[src/rtl/uart_tx_queue.sv]
// Transmit-side byte queue feeding a UART: buffers DEPTH words and hands them over one per frame.
// Optional macro UART_TXQ_LEVEL_EN adds the registered fill-level output port 'level'.
module uart_tx_queue #(
  parameter int WORD_LENGHT = 8,
  parameter int DEPTH       = 16,
  parameter int SYNC_STAGES = 2
) (
  input  logic                   clk,
  input  logic                   rst,
  input  logic [WORD_LENGHT-1:0] wr_data,
  input  logic                   wr_en,
  output logic                   full,
  output logic                   empty,
  output logic                   overflow,
  input  logic                   ovf_clr,
  output logic [WORD_LENGHT-1:0] tx_data,
  output logic                   tx_send,
  input  logic                   tx_ready,
  output logic                   busy
`ifdef UART_TXQ_LEVEL_EN
  ,
  output logic [$clog2(DEPTH):0] level
`endif
);

  localparam int AW = $clog2(DEPTH);
  localparam int PW = AW + 1;

  typedef enum logic [1:0] {
    S_IDLE  = 2'd0,
    S_LOAD  = 2'd1,
    S_REQ   = 2'd2,
    S_DRAIN = 2'd3
  } state_t;

  state_t                 r_state;
  state_t                 w_state_nxt;
  logic [WORD_LENGHT-1:0] r_mem [DEPTH];
  logic [PW-1:0]          r_wr_ptr;
  logic [PW-1:0]          r_rd_ptr;
  logic [PW-1:0]          w_wr_ptr_nxt;
  logic [PW-1:0]          w_rd_ptr_nxt;
  logic                   r_full;
  logic                   r_empty;
  logic                   w_full_nxt;
  logic                   w_empty_nxt;
  logic                   r_overflow;
  logic [SYNC_STAGES-1:0] r_sync;
  logic                   w_rdy_s;
  logic [WORD_LENGHT-1:0] r_tx_data;
  logic                   r_tx_send;
  logic                   r_busy;
  logic                   w_push;
  logic                   w_pop;

  // Full is judged on the current registered flag, so a write racing a pop while full is dropped.
  assign w_push       = wr_en & ~r_full;
  assign w_pop        = (r_state == S_LOAD);
  assign w_wr_ptr_nxt = r_wr_ptr + {{AW{1'b0}}, w_push};
  assign w_rd_ptr_nxt = r_rd_ptr + {{AW{1'b0}}, w_pop};
  assign w_full_nxt   = (w_wr_ptr_nxt[AW] != w_rd_ptr_nxt[AW]) &&
                        (w_wr_ptr_nxt[AW-1:0] == w_rd_ptr_nxt[AW-1:0]);
  assign w_empty_nxt  = (w_wr_ptr_nxt == w_rd_ptr_nxt);
  assign w_rdy_s      = r_sync[SYNC_STAGES-1];

  assign full     = r_full;
  assign empty    = r_empty;
  assign overflow = r_overflow;
  assign tx_data  = r_tx_data;
  assign tx_send  = r_tx_send;
  assign busy     = r_busy;

  // Storage array; contents are not reset.
  always_ff @(posedge clk) begin
    if (w_push) begin
      r_mem[r_wr_ptr[AW-1:0]] <= wr_data;
    end
  end

  // Pointers, flags and the sticky overflow (set wins over clear).
  always_ff @(posedge clk or negedge rst) begin
    if (!rst) begin
      r_wr_ptr   <= {PW{1'b0}};
      r_rd_ptr   <= {PW{1'b0}};
      r_full     <= 1'b0;
      r_empty    <= 1'b1;
      r_overflow <= 1'b0;
    end else begin
      r_wr_ptr <= w_wr_ptr_nxt;
      r_rd_ptr <= w_rd_ptr_nxt;
      r_full   <= w_full_nxt;
      r_empty  <= w_empty_nxt;
      if (wr_en && r_full) begin
        r_overflow <= 1'b1;
      end else if (ovf_clr) begin
        r_overflow <= 1'b0;
      end
    end
  end

  // Tx_ready crosses from the UART's baud domain through a plain flop chain.
  always_ff @(posedge clk or negedge rst) begin
    if (!rst) begin
      r_sync <= {SYNC_STAGES{1'b0}};
    end else begin
      r_sync <= {r_sync[SYNC_STAGES-2:0], tx_ready};
    end
  end

  // Handshake state register plus registered copies of the state-derived outputs.
  always_ff @(posedge clk or negedge rst) begin
    if (!rst) begin
      r_state   <= S_IDLE;
      r_tx_send <= 1'b0;
      r_busy    <= 1'b0;
      r_tx_data <= {WORD_LENGHT{1'b0}};
    end else begin
      r_state   <= w_state_nxt;
      r_tx_send <= (w_state_nxt == S_REQ);
      r_busy    <= (w_state_nxt != S_IDLE);
      if (w_pop) begin
        r_tx_data <= r_mem[r_rd_ptr[AW-1:0]];
      end
    end
  end

  // send is held until the UART acknowledges by dropping ready, then ready must return.
  always_comb begin
    w_state_nxt = r_state;
    case (r_state)
      S_IDLE: begin
        if (!r_empty && w_rdy_s) begin
          w_state_nxt = S_LOAD;
        end else begin
          w_state_nxt = S_IDLE;
        end
      end
      S_LOAD: begin
        w_state_nxt = S_REQ;
      end
      S_REQ: begin
        if (!w_rdy_s) begin
          w_state_nxt = S_DRAIN;
        end else begin
          w_state_nxt = S_REQ;
        end
      end
      S_DRAIN: begin
        if (w_rdy_s) begin
          w_state_nxt = S_IDLE;
        end else begin
          w_state_nxt = S_DRAIN;
        end
      end
      default: begin
        w_state_nxt = S_IDLE;
      end
    endcase
  end

`ifdef UART_TXQ_LEVEL_EN
  logic [PW-1:0] r_level;

  assign level = r_level;

  // Fill count moves in step with the pointers; a simultaneous push and pop cancel.
  always_ff @(posedge clk or negedge rst) begin
    if (!rst) begin
      r_level <= {PW{1'b0}};
    end else begin
      case ({w_push, w_pop})
        2'b10:   r_level <= r_level + {{AW{1'b0}}, 1'b1};
        2'b01:   r_level <= r_level - {{AW{1'b0}}, 1'b1};
        default: r_level <= r_level;
      endcase
    end
  end
`endif

endmodule

[config.mk]
export PLATFORM = sky130hd
export DESIGN_NAME = uart_tx_queue
export DESIGN_NICKNAME = d
export VERILOG_FILES = /design/src/rtl/uart_tx_queue.sv
export SDC_FILE = /design/constraint.sdc
export NUM_CORES = 1
export LEC_CHECK = 0
export ABC_AREA = 1
export CORE_ASPECT_RATIO = 0.8
export CORE_MARGIN = 1.5
export CORE_UTILIZATION = 45
export DETAILED_ROUTE_END_ITERATION = 8
export GPL_TIMING_DRIVEN = 0
export PLACE_DENSITY = 0.7
export SYNTH_ARGS = -nofsm -noshare
export SYNTH_HDL_FRONTEND = slang
export SYNTH_SLANG_ARGS = --single-unit
[constraint.sdc]
create_clock -name clk -period 2.13 [get_ports clk]
set_input_delay 0.3195 -clock clk [delete_from_list [all_inputs] [get_ports clk]]
set_output_delay 0.3195 -clock clk [all_outputs]
set_load 0.02 [all_outputs]
# Word level (Yosys, flattened, before mapping)
# Memory sizes are Yosys's and may differ from the RTL's. A register that Yosys moved wholly into a read port is not among the register bits.
# Cells that the tools add are included.
# totals
out_inout_bits	13
elab_cells	37
memories	1
in_bits	13
ff_bits	19
ramBits	128
# classes
addsub	2
muxes	8
n_reduce_logical	8
eq_ne	7
bitwise	2
# memory_table
name	words	width	read_ports	rd_ports_with_merged_regs	wr	line_no	source
r_mem	16	8	1	1	1	38	logic [WORD_LENGHT-1:0] r_mem [DEPTH];
# op_table
operator	count
adder 5 x 1 -> 5 bit	2
one-hot mux 2 bit (4 select lines)	1
equality test 2 bit (second input constant)	3
2-to-1 mux 1 bit	6
equality test 5 bit	1
equality test 4 bit	1
nonzero test 2 bit	2
logical AND 1 bit	3
equality test 2 x 1 -> 1 bit (second input constant)	1
zero test 1 bit	2
zero test 2 bit	1
2-to-1 mux 2 bit	1
bitwise AND 1 bit	1
!= test 1 bit	1
inverter 1 bit	1

# Depth between registers and ports, before layout
# Gate-level depths: netlist of run 1.
# depth
depth_word	5
depth_mapped	11
depth_no_buf	10

# Least setup slack after synthesis of run 1
# No wires, ideal clock.
# synth_path
path_kind	reg2reg
startpoint	register r_state[1]
endpoint	register r_empty (netlist: empty)
arrival_time_ns	1.749
path_stages_with_launch	10
n_path_buf	1
synth_period_minus_slack_ns	1.816
slack_ns	0.314
required_time_ns	2.063
cell_sequence	dfrtp_1 nor2_2 buf_4 ha_1 ha_1 xnor2_2 nand2_1 a21oi_2 nand2_1 nor2_1
# synth_between
elab_chain_len	3
# synth_lines
element	line_no	source
from (decl)	36	state_t r_state;
from (signal assigned)	118	r_state <= w_state_nxt;
equality test 2 x 1 -> 1 bit	58	assign w_pop = (r_state == S_LOAD);
adder 5 x 1 -> 5 bit	60	assign w_rd_ptr_nxt = r_rd_ptr + {{AW{1'b0}}, w_pop};
equality test 5 bit	63	assign w_empty_nxt = (w_wr_ptr_nxt == w_rd_ptr_nxt);
via w_empty_nxt	46	logic w_empty_nxt;
to (signal assigned)	92	r_empty <= w_empty_nxt;
to (decl)	44	logic r_empty;
# The timed path passes the listed nets, and every way through them passes these cells.
# A chain may end at the register's enable or synchronous reset.

# Worst setup path after layout of run 1
# layout_path
startpoint	input port wr_en
endpoint	memory r_mem[4][0], enable pin
# layout_between
elab_chain_len	3
# layout_lines
element	line_no	source
from (decl)	11	input logic wr_en,
bitwise AND 1 bit	57	assign w_push = wr_en & ~r_full;
2-to-1 mux 1 bit	75	if (w_push) begin
2-to-1 mux 1 bit (implied by the code)	76	r_mem[r_wr_ptr[AW-1:0]] <= wr_data;
to (decl)	38	
# Every way passes these cells.

==> results.cfg, run 1 <==
[status]
status = complete, no violations

[synth]
synthTopCellsByArea = edfxtp_1, dfrtp_1, nand2_1, nand3_1, inv_1
syn_avg_cell_area_um2 = 10.77
ys_types = 26
ys_seq_elements = 155
synth_warnings = 0
synthesis.nets = 631
synthesis.instances = 614
yosysTopAreaCell = edfxtp_1
synth_seq_area_share_pct = 68.38
netlist_area_mm2 = 0.006611
netlist.area_leader.share_pct = 58.14

[sta]
rsz0062_at_grt = true
relSlewSlack_pct = 46.75
post-route-min-period_ps = 2035
min_period_over_period_pct = 95.55
holdWs_ps = 352.0
worst_slew_pin_slew_ps = 795.9
hold_viol_final = 0
drv_slew = 0
fin_worst_skew_ps = 11.73
fmaxAchievable_mhz = 491.3
setup_viol = 0

[worst_setup_path]
crit_path_top_delay_cell = nor2_1
crit_type = in -> reg
start_kind = input port
crit_family = simple AND/OR/NAND/NOR gates
crit_path_start = wr_en
cp-end-kind = flop
worstPathRequired_ps = 2170
worst-path-max-fanout = 8
path_cells = clkdlybuf4s50_1, inv_1, nor2_1, nand3b_1, nor2_1
critical_path_arrival_ps = 2080
critPathMaxStageDelay_ps = 650
cp_common_cell = nor2_1
rr_startpoint = full
path_buf_inv = 2

[global_route]
grt_pass1_vias = 4345
grt_antenna_before_repair = 0
grt_overflow_total = 0
grt_use_total_pct = 20.43
grt_pass1_wl_um = 23250
grt_max_degree = 28

[clocking]
root_buffer = clkbuf_16
cts_tree = yes
cts_buffers = 17
clkTransAtPathRegs_ps = 60
clock_latency_ps = 420
postCtsSetupRepairBufs = 0
cts_sinks = 155
cts.htree.levels = 4
clk_path_buf_depth = 2

[die]
die_h_um = 111.4
num_io_pins = 26
die_x_um = 138.5
initial_utilization_pct = 46.24
dieArea_mm2 = 0.01543
core-area_mm2 = 0.01430
fp-row-count = 39

[placed_design]
hpwlAfterDp_um = 10040
port_buffers = 25
gp_congestion = 0.9486
dpl.cell_count = 823

[worst_hold_path]
hp-start = tx_ready
hold_path.class = in -> reg

[finish]
mostFrequentLayoutCells = nand2_1, edfxtp_1, nand3_1
synthToLayoutAreaGrowth_pct = 16.50
nets = 676
n_fill_cell = 1201
antenna_cells = 0
final_common_cell = nand2_1
layout-drive-gt1-share_pct = 9.673
seqCellArea_mm2 = 0.004521
fin_cells = 856
multiInputGateArea_mm2 = 0.001587
final_util_pct = 53.87

[power]
p_leak_nw = 3.221
power.density_mw_per_mm2 = 1382
peakVddDrop_mv = 0.7745

[route]
drc = 0
wire_per_inst_um = 17.31
final_antenna_net_count = 0
drt_first_iter_violations = 420
dr_total_vias = 4415
avgViaCountPerCell = 5.158
totalWireLength_um = 14810
drtPass1Iterations = 4

[run]
cap_violations = 0
path summary, 6_finish.rpt:
check | end | slack [ps] | depth (start not counted)
min | r_sync[0] | 350 | 1
max in group asynchronous | tx_data[2] | 1250 | 2
max reg2reg | r_mem[4][0] | 110 | 3
min reg2reg | r_sync[1] | 350 | 0
max | r_mem[4][0] | 90 | 5
min in group asynchronous | r_rd_ptr[3] | 460 | 2
where the power goes:
part           switching (mW)  internal (mW)  leakage [nW]
sequential              0.286           3.78          1.47
combinational            2.34           1.25          1.46
clock                    1.14           1.85         0.291
total                    3.77           6.88          3.22
sequential cells by signal, indices dropped and copies added (netlist names), 2 cells and up:
register,cells
r_sync,2
tx_data,8
r_wr_ptr,5
r_mem,128
r_state,2
r_rd_ptr,5
synthesized netlist by cell type:
library cell,instances
nand3_1,92
nand2_1,168
o211ai_1,1
nor4_1,1
a21oi_2,1
inv_1,91
nand3b_1,2
buf_4,4
dfstp_2,1
a21oi_1,16
ha_1,4
nand2_4,1
a211oi_1,1
inv_2,5
nor2_2,1
xnor2_2,2
nor2_1,37
xor2_1,6
dfrtp_1,26
buf_6,5
xnor2_4,1
buf_2,13
edfxtp_1,128
xnor2_1,3
clkinv_1,2
o21ai_0,2
metal layers:
layer | part of all wire, % | track usage (%)
met5 | 0 | 0
met4 | 1.8 | 8.000
met3 | 6.6 | 5.204
met2 | 47 | 31.51
met1 | 45 | 28.09
timing repair:
item | CTS | global route
gates resized for setup | 1 | 4
hold endpoints to repair | 0 | 26
setup endpoints to repair | 1 | 42
pin swaps | 0 | 1
hold buffers | 0 | 1
logic make-up after synthesis:
logic type                 after synthesis  synth area share (%)
AOI/OAI and AO/OA                       21                 1.722
and+or+nand+nor                        302                 19.19
DFF                                    155                 68.38
adders and majority gates                4                0.7570
xor gates and xnor gates                12                 2.101
buffers and inverters                  120                 7.854
area by class of cell:
type,count,area share (%)
Tap cell,184,2.989
Timing Repair Buffer,26,3.314
Clock inverter,5,0.6985
Multi-Input combinational cell,339,20.60
Inverter,98,4.776
Clock buffer,27,6.969
Buffer,22,1.966
Sequential cell,155,58.69
through the flow:
| step | TNS [ps] | total power, mW | area (um^2) | setup slack [ps] |
|---|---|---|---|---|
| floorplan | 0 | 6.450 | 6611 | 314.4 |
| global placement | -24890 | 7.535 | 7092 | -271.8 |
| detailed placement | -33040 | 7.635 | 7092 | -335.9 |
| CTS | 0 | 10.63 | 7687 | 67.97 |
| global route | -816.2 | 11.22 | 7702 | -65.10 |
| finish | 0 | 10.64 | 7702 | 94.71 |
No activity file was read; power rests on OpenSTA's default activity.
==> inputs of run 2 (changes only) <==
--- a/config.mk
+++ b/config.mk
@@ -11,7 +11,7 @@
 export CORE_UTILIZATION = 45
 export DETAILED_ROUTE_END_ITERATION = 8
 export GPL_TIMING_DRIVEN = 0
-export PLACE_DENSITY = 0.7
+export SKIP_LAST_GASP = 1
 export SYNTH_ARGS = -nofsm -noshare
 export SYNTH_HDL_FRONTEND = slang
 export SYNTH_SLANG_ARGS = --single-unit
==> results.cfg, run 2 (synthesized netlist as in run 1, its figures left out) <==
[finish]
final_util_pct = 53.57
finish.instance_area_mm2 = 0.007660
synthToLayoutAreaGrowth_pct = 15.86
layout-drive-gt1-share_pct = 10.10
fin_cells = 857
antenna_cells = 0
mostFrequentLayoutCells = nand2_1, edfxtp_1, nand3_1
n_fill_cell = 1256
nets = 677
final_common_cell = nand2_1
largest_reg_flops = 128

[placed_design]
placedInstanceArea_mm2 = 0.007092
dp_slack_ps = -382.7
gp_congestion = 0.9136
port_buffers = 25
dpl.cell_count = 823
hpwlAfterDp_um = 10570

[worst_setup_path]
cp_common_cell = nor2_1
crit_path_top_delay_cell = nor2_1
start_kind = flop
worst-path-max-fanout = 8
crit_type = reg -> reg
crit_family = simple AND/OR/NAND/NOR gates
critPathMaxStageDelay_ps = 690
path_cells = nor2_1, nand3b_1, nor2_1
worstPathRequired_ps = 2180
path_buf_inv = 0
cp-end-kind = flop
critical_path_arrival_ps = 2100

[sta]
fmaxAchievable_mhz = 488.7
tns_ps = 0
setup_viol = 0
rsz0062_at_grt = true
hold_viol_final = 0
min_period_over_period_pct = 96.06
relSlewSlack_pct = 43.79
post-route-min-period_ps = 2046
holdWs_ps = 345.1
worst_slew_pin_slew_ps = 840.1
drv_slew = 0
fin_worst_skew_ps = 8.085
setup_ws_ps = 83.91

[power]
total_power_mw = 10.49
p_leak_nw = 3.195
power.density_mw_per_mm2 = 1370
peakVddDrop_mv = 0.7760

[clocking]
cts_sinks = 155
cts_tree = yes
clk_path_buf_depth = 2
clkTransAtPathRegs_ps = 60
cts.htree.levels = 4
root_buffer = clkbuf_16
cts_buffers = 17
clock_latency_ps = 430

[worst_hold_path]
hold_path.class = reg -> reg

[route]
drc = 0
dr_total_vias = 4382
final_antenna_net_count = 0
avgViaCountPerCell = 5.113
drtPass1Iterations = 5
wire_per_inst_um = 17.97
totalWireLength_um = 15400
drt_first_iter_violations = 448

[die]
num_io_pins = 26
fp-row-count = 39
initial_utilization_pct = 46.24
die_h_um = 111.4
dieArea_mm2 = 0.01543
die_x_um = 138.5
core-area_mm2 = 0.01430

[global_route]
grt_max_degree = 28
grt_pass1_vias = 4343
grt_use_total_pct = 21.21
grt_overflow_total = 0
grt_antenna_before_repair = 0
grt_pass1_wl_um = 23810

[run]
cap_violations = 0

[status]
status = complete, no violations
[run 2: cell types whose count changed in the layout (fill, tap and decap cells not counted), sizes merged]
cell	previous run	this run
buf	23	24
clkinv	6	10
clkbuf	27	21
clkinvlp	0	2
[run 2: timing repair]
action / CTS / global route
gates cloned: 0 / 0
setup endpoints to repair: 2 / 53
resized for setup: 1 / 4
setup buffers: 0 / 1
pin swaps: 0 / 1
hold buffers: 0 / 1
hold endpoints to repair: 0 / 26
[run 2: layout make-up]
cell class                 count  area [um^2]  area share [%]
timing repair buffer          27        262.8           3.430
multi-input combinational    339         1587           20.71
buffer                        22        151.4           1.976
inverter                      98        367.9           4.802
sequential                   155         4521           59.02
clock inverter                11        100.1           1.307
tap                          184        230.2           3.006
clock buffer                  21        440.4           5.750
[run 2: path summary, 6_finish.rpt]
path	start	end	slack [ps]	cells after the start
max	full	r_mem[10][4]	80	3
min	r_sync[0]	r_sync[1]	350	0
max reg2reg	full	r_mem[10][4]	80	3
min reg2reg	r_sync[0]	r_sync[1]	350	0
max in group asynchronous	rst	r_rd_ptr[1]	1280	2
min in group asynchronous	rst	tx_send	440	2
[run 2: power by group]
group          total, mW  internal, mW  switching, mW
clock               2.78          1.60           1.18
combinational       3.64          1.26           2.38
sequential          4.07          3.78          0.286
total               10.5          6.64           3.85
[run 2: layer usage]
layer / share of wire, % / routed length (um) / vias to the layer above / track usage, %
met3: 6.9 / 1061 / 26 / 5.118
met1: 43 / 6601 / 2113 / 28.34
met4: 1.9 / 286 / 0 / 8.491
met5: 0 / 0 / - / 0
li1: - / - / 2094 / -
met2: 48 / 7447 / 149 / 33.73
==> inputs of run 3 (changes only) <==
==> constraint.sdc (replaced) <==
create_clock -name clk -period 2.13 [get_ports clk]
set_input_delay 0.3195 -clock clk [delete_from_list [all_inputs] [get_ports clk]]
set_output_delay 0.3195 -clock clk [all_outputs]
set_load 0.1 [all_outputs]
==> results.cfg, run 3 (synthesized netlist as in run 1, its figures left out) <==
[worst_setup_path]
path_cells = nor2_1, nand3b_1, nor2_1
cp_common_cell = nor2_1
regToRegSetupSlack_ps = 40
worst-path-max-fanout = 8
critPathMaxStageDelay_ps = 620
cp-end-kind = flop
start_kind = flop
crit_path_start = full
worstPathRequired_ps = 2170
rr_startpoint = full
crit_type = reg -> reg
crit_end = r_mem[10][6]
critical_path_arrival_ps = 2130
crit_path_top_delay_cell = nor2_1
reg2reg_depth = 3
r2r_end = r_mem[10][6]

[finish]
final_common_cell = nand2_1
n_fill_cell = 1228
antenna_cells = 0
largest_reg_flops = 128
mostFrequentLayoutCells = nand2_1, edfxtp_1, nand3_1
final_util_pct = 53.66
synthToLayoutAreaGrowth_pct = 16.05
fin_cells = 859
layout-drive-gt1-share_pct = 11.11
nets = 679

[placed_design]
dpl.cell_count = 823
gp_congestion = 0.8927
hpwlAfterDp_um = 9994
port_buffers = 25

[global_route]
grtUsageMet1_pct = 29.68
grt_overflow_total = 0
busiest_layer = met2
grt_pass1_wl_um = 23600
grt_pass1_vias = 4270
gr-usage-met2_pct = 31.74
grt_use_total_pct = 20.65
grt_max_degree = 28
gr-usage-met3_pct = 4.559
grt_antenna_before_repair = 0

[sta]
hold_viol_final = 0
rsz0062_at_grt = true
holdWs_ps = 344.5
drv_slew = 0
min_period_over_period_pct = 98.05
worst_slew_pin_slew_ps = 981.0
fmaxAchievable_mhz = 478.8
setup_viol = 0
fin_worst_skew_ps = 7.612
post-route-min-period_ps = 2089
relSlewSlack_pct = 34.86

[worst_hold_path]
hold_path.class = reg -> reg
hp-start = r_sync[0]

[power]
p_leak_nw = 3.228
peakVddDrop_mv = 0.7747
power.density_mw_per_mm2 = 1453

[die]
initial_utilization_pct = 46.24
die_h_um = 111.4
core-area_mm2 = 0.01430
dieArea_mm2 = 0.01543
fp-row-count = 39
num_io_pins = 26
die_x_um = 138.5

[route]
wire_per_inst_um = 17.42
totalWireLength_um = 14960
drt_first_iter_violations = 370
dr_total_vias = 4343
drtPass1Iterations = 5
drc = 0
avgViaCountPerCell = 5.056
final_antenna_net_count = 0

[clocking]
clk_path_buf_depth = 2
cts_buffers = 17
root_buffer = clkbuf_16
clock_latency_ps = 420
cts.htree.levels = 4
cts_sinks = 155
cts_tree = yes
clkTransAtPathRegs_ps = 60

[run]
cap_violations = 0

[status]
status = complete, no violations
[run 3: layout make-up]
| cell class | count | area [um^2] | share of cell area [%] |
|---|---|---|---|
| clock buffers | 19 | 432.9 | 5.643 |
| well taps | 184 | 230.2 | 3.001 |
| inverters | 98 | 367.9 | 4.795 |
| clock inverters | 13 | 121.4 | 1.582 |
| repair buffers | 29 | 257.7 | 3.359 |
| plain buffers | 22 | 151.4 | 1.973 |
| flip-flops and latches | 155 | 4522 | 58.94 |
| multi-input cells | 339 | 1589 | 20.71 |
[run 3: metal layers]
layer  vias up  wire length, um
met5         -                0
met4         0              165
met3        16              969
met2       139             6792
met1      2093             7033
li1       2095                -
[run 3: through the flow]
step	power [mW]	setup slack [ps]	TNS (ps)	instance area [um^2]
2_1_floorplan	7.114	225.7	0	6613
3_3_place_gp	8.293	-299.0	-29340	7093
3_5_place_dp	8.365	-361.4	-33770	7093
4_1_cts	11.12	-35.05	-35.05	7636
5_1_grt	11.72	-101.5	-2134	7672
6_report	11.15	41.43	0	7672
[run 3: worst min-delay path by stage]
stage | endpoint | cells past startpoint
4_1_cts | r_sync[1] | 0
3_3_place_gp | r_sync[1] | 0
2_1_floorplan | busy | 0
5_1_grt | r_sync[1] | 0
3_5_place_dp | r_sync[1] | 0
6_report | r_sync[1] | 0
[run 3: power breakdown]
part	leakage, nW	internal, mW	switching [mW]
clock network	0.268	1.62	1.22
logic	1.49	1.19	3.07
registers	1.47	3.78	0.269
[run 3: worst max-delay path, delay by kind of cell (launching register included)]
kind             cells  cell delay, ps
DFF                  1             410
and+or+nand+nor      3            1300
[run 3: what timing repair did]
item	CTS	global route
pin swaps	0	1
setup endpoints to repair	15	59
resized for setup	14	7
buffers inserted	0	3
hold buffers	0	1
endpoints found under the hold margin	0	26
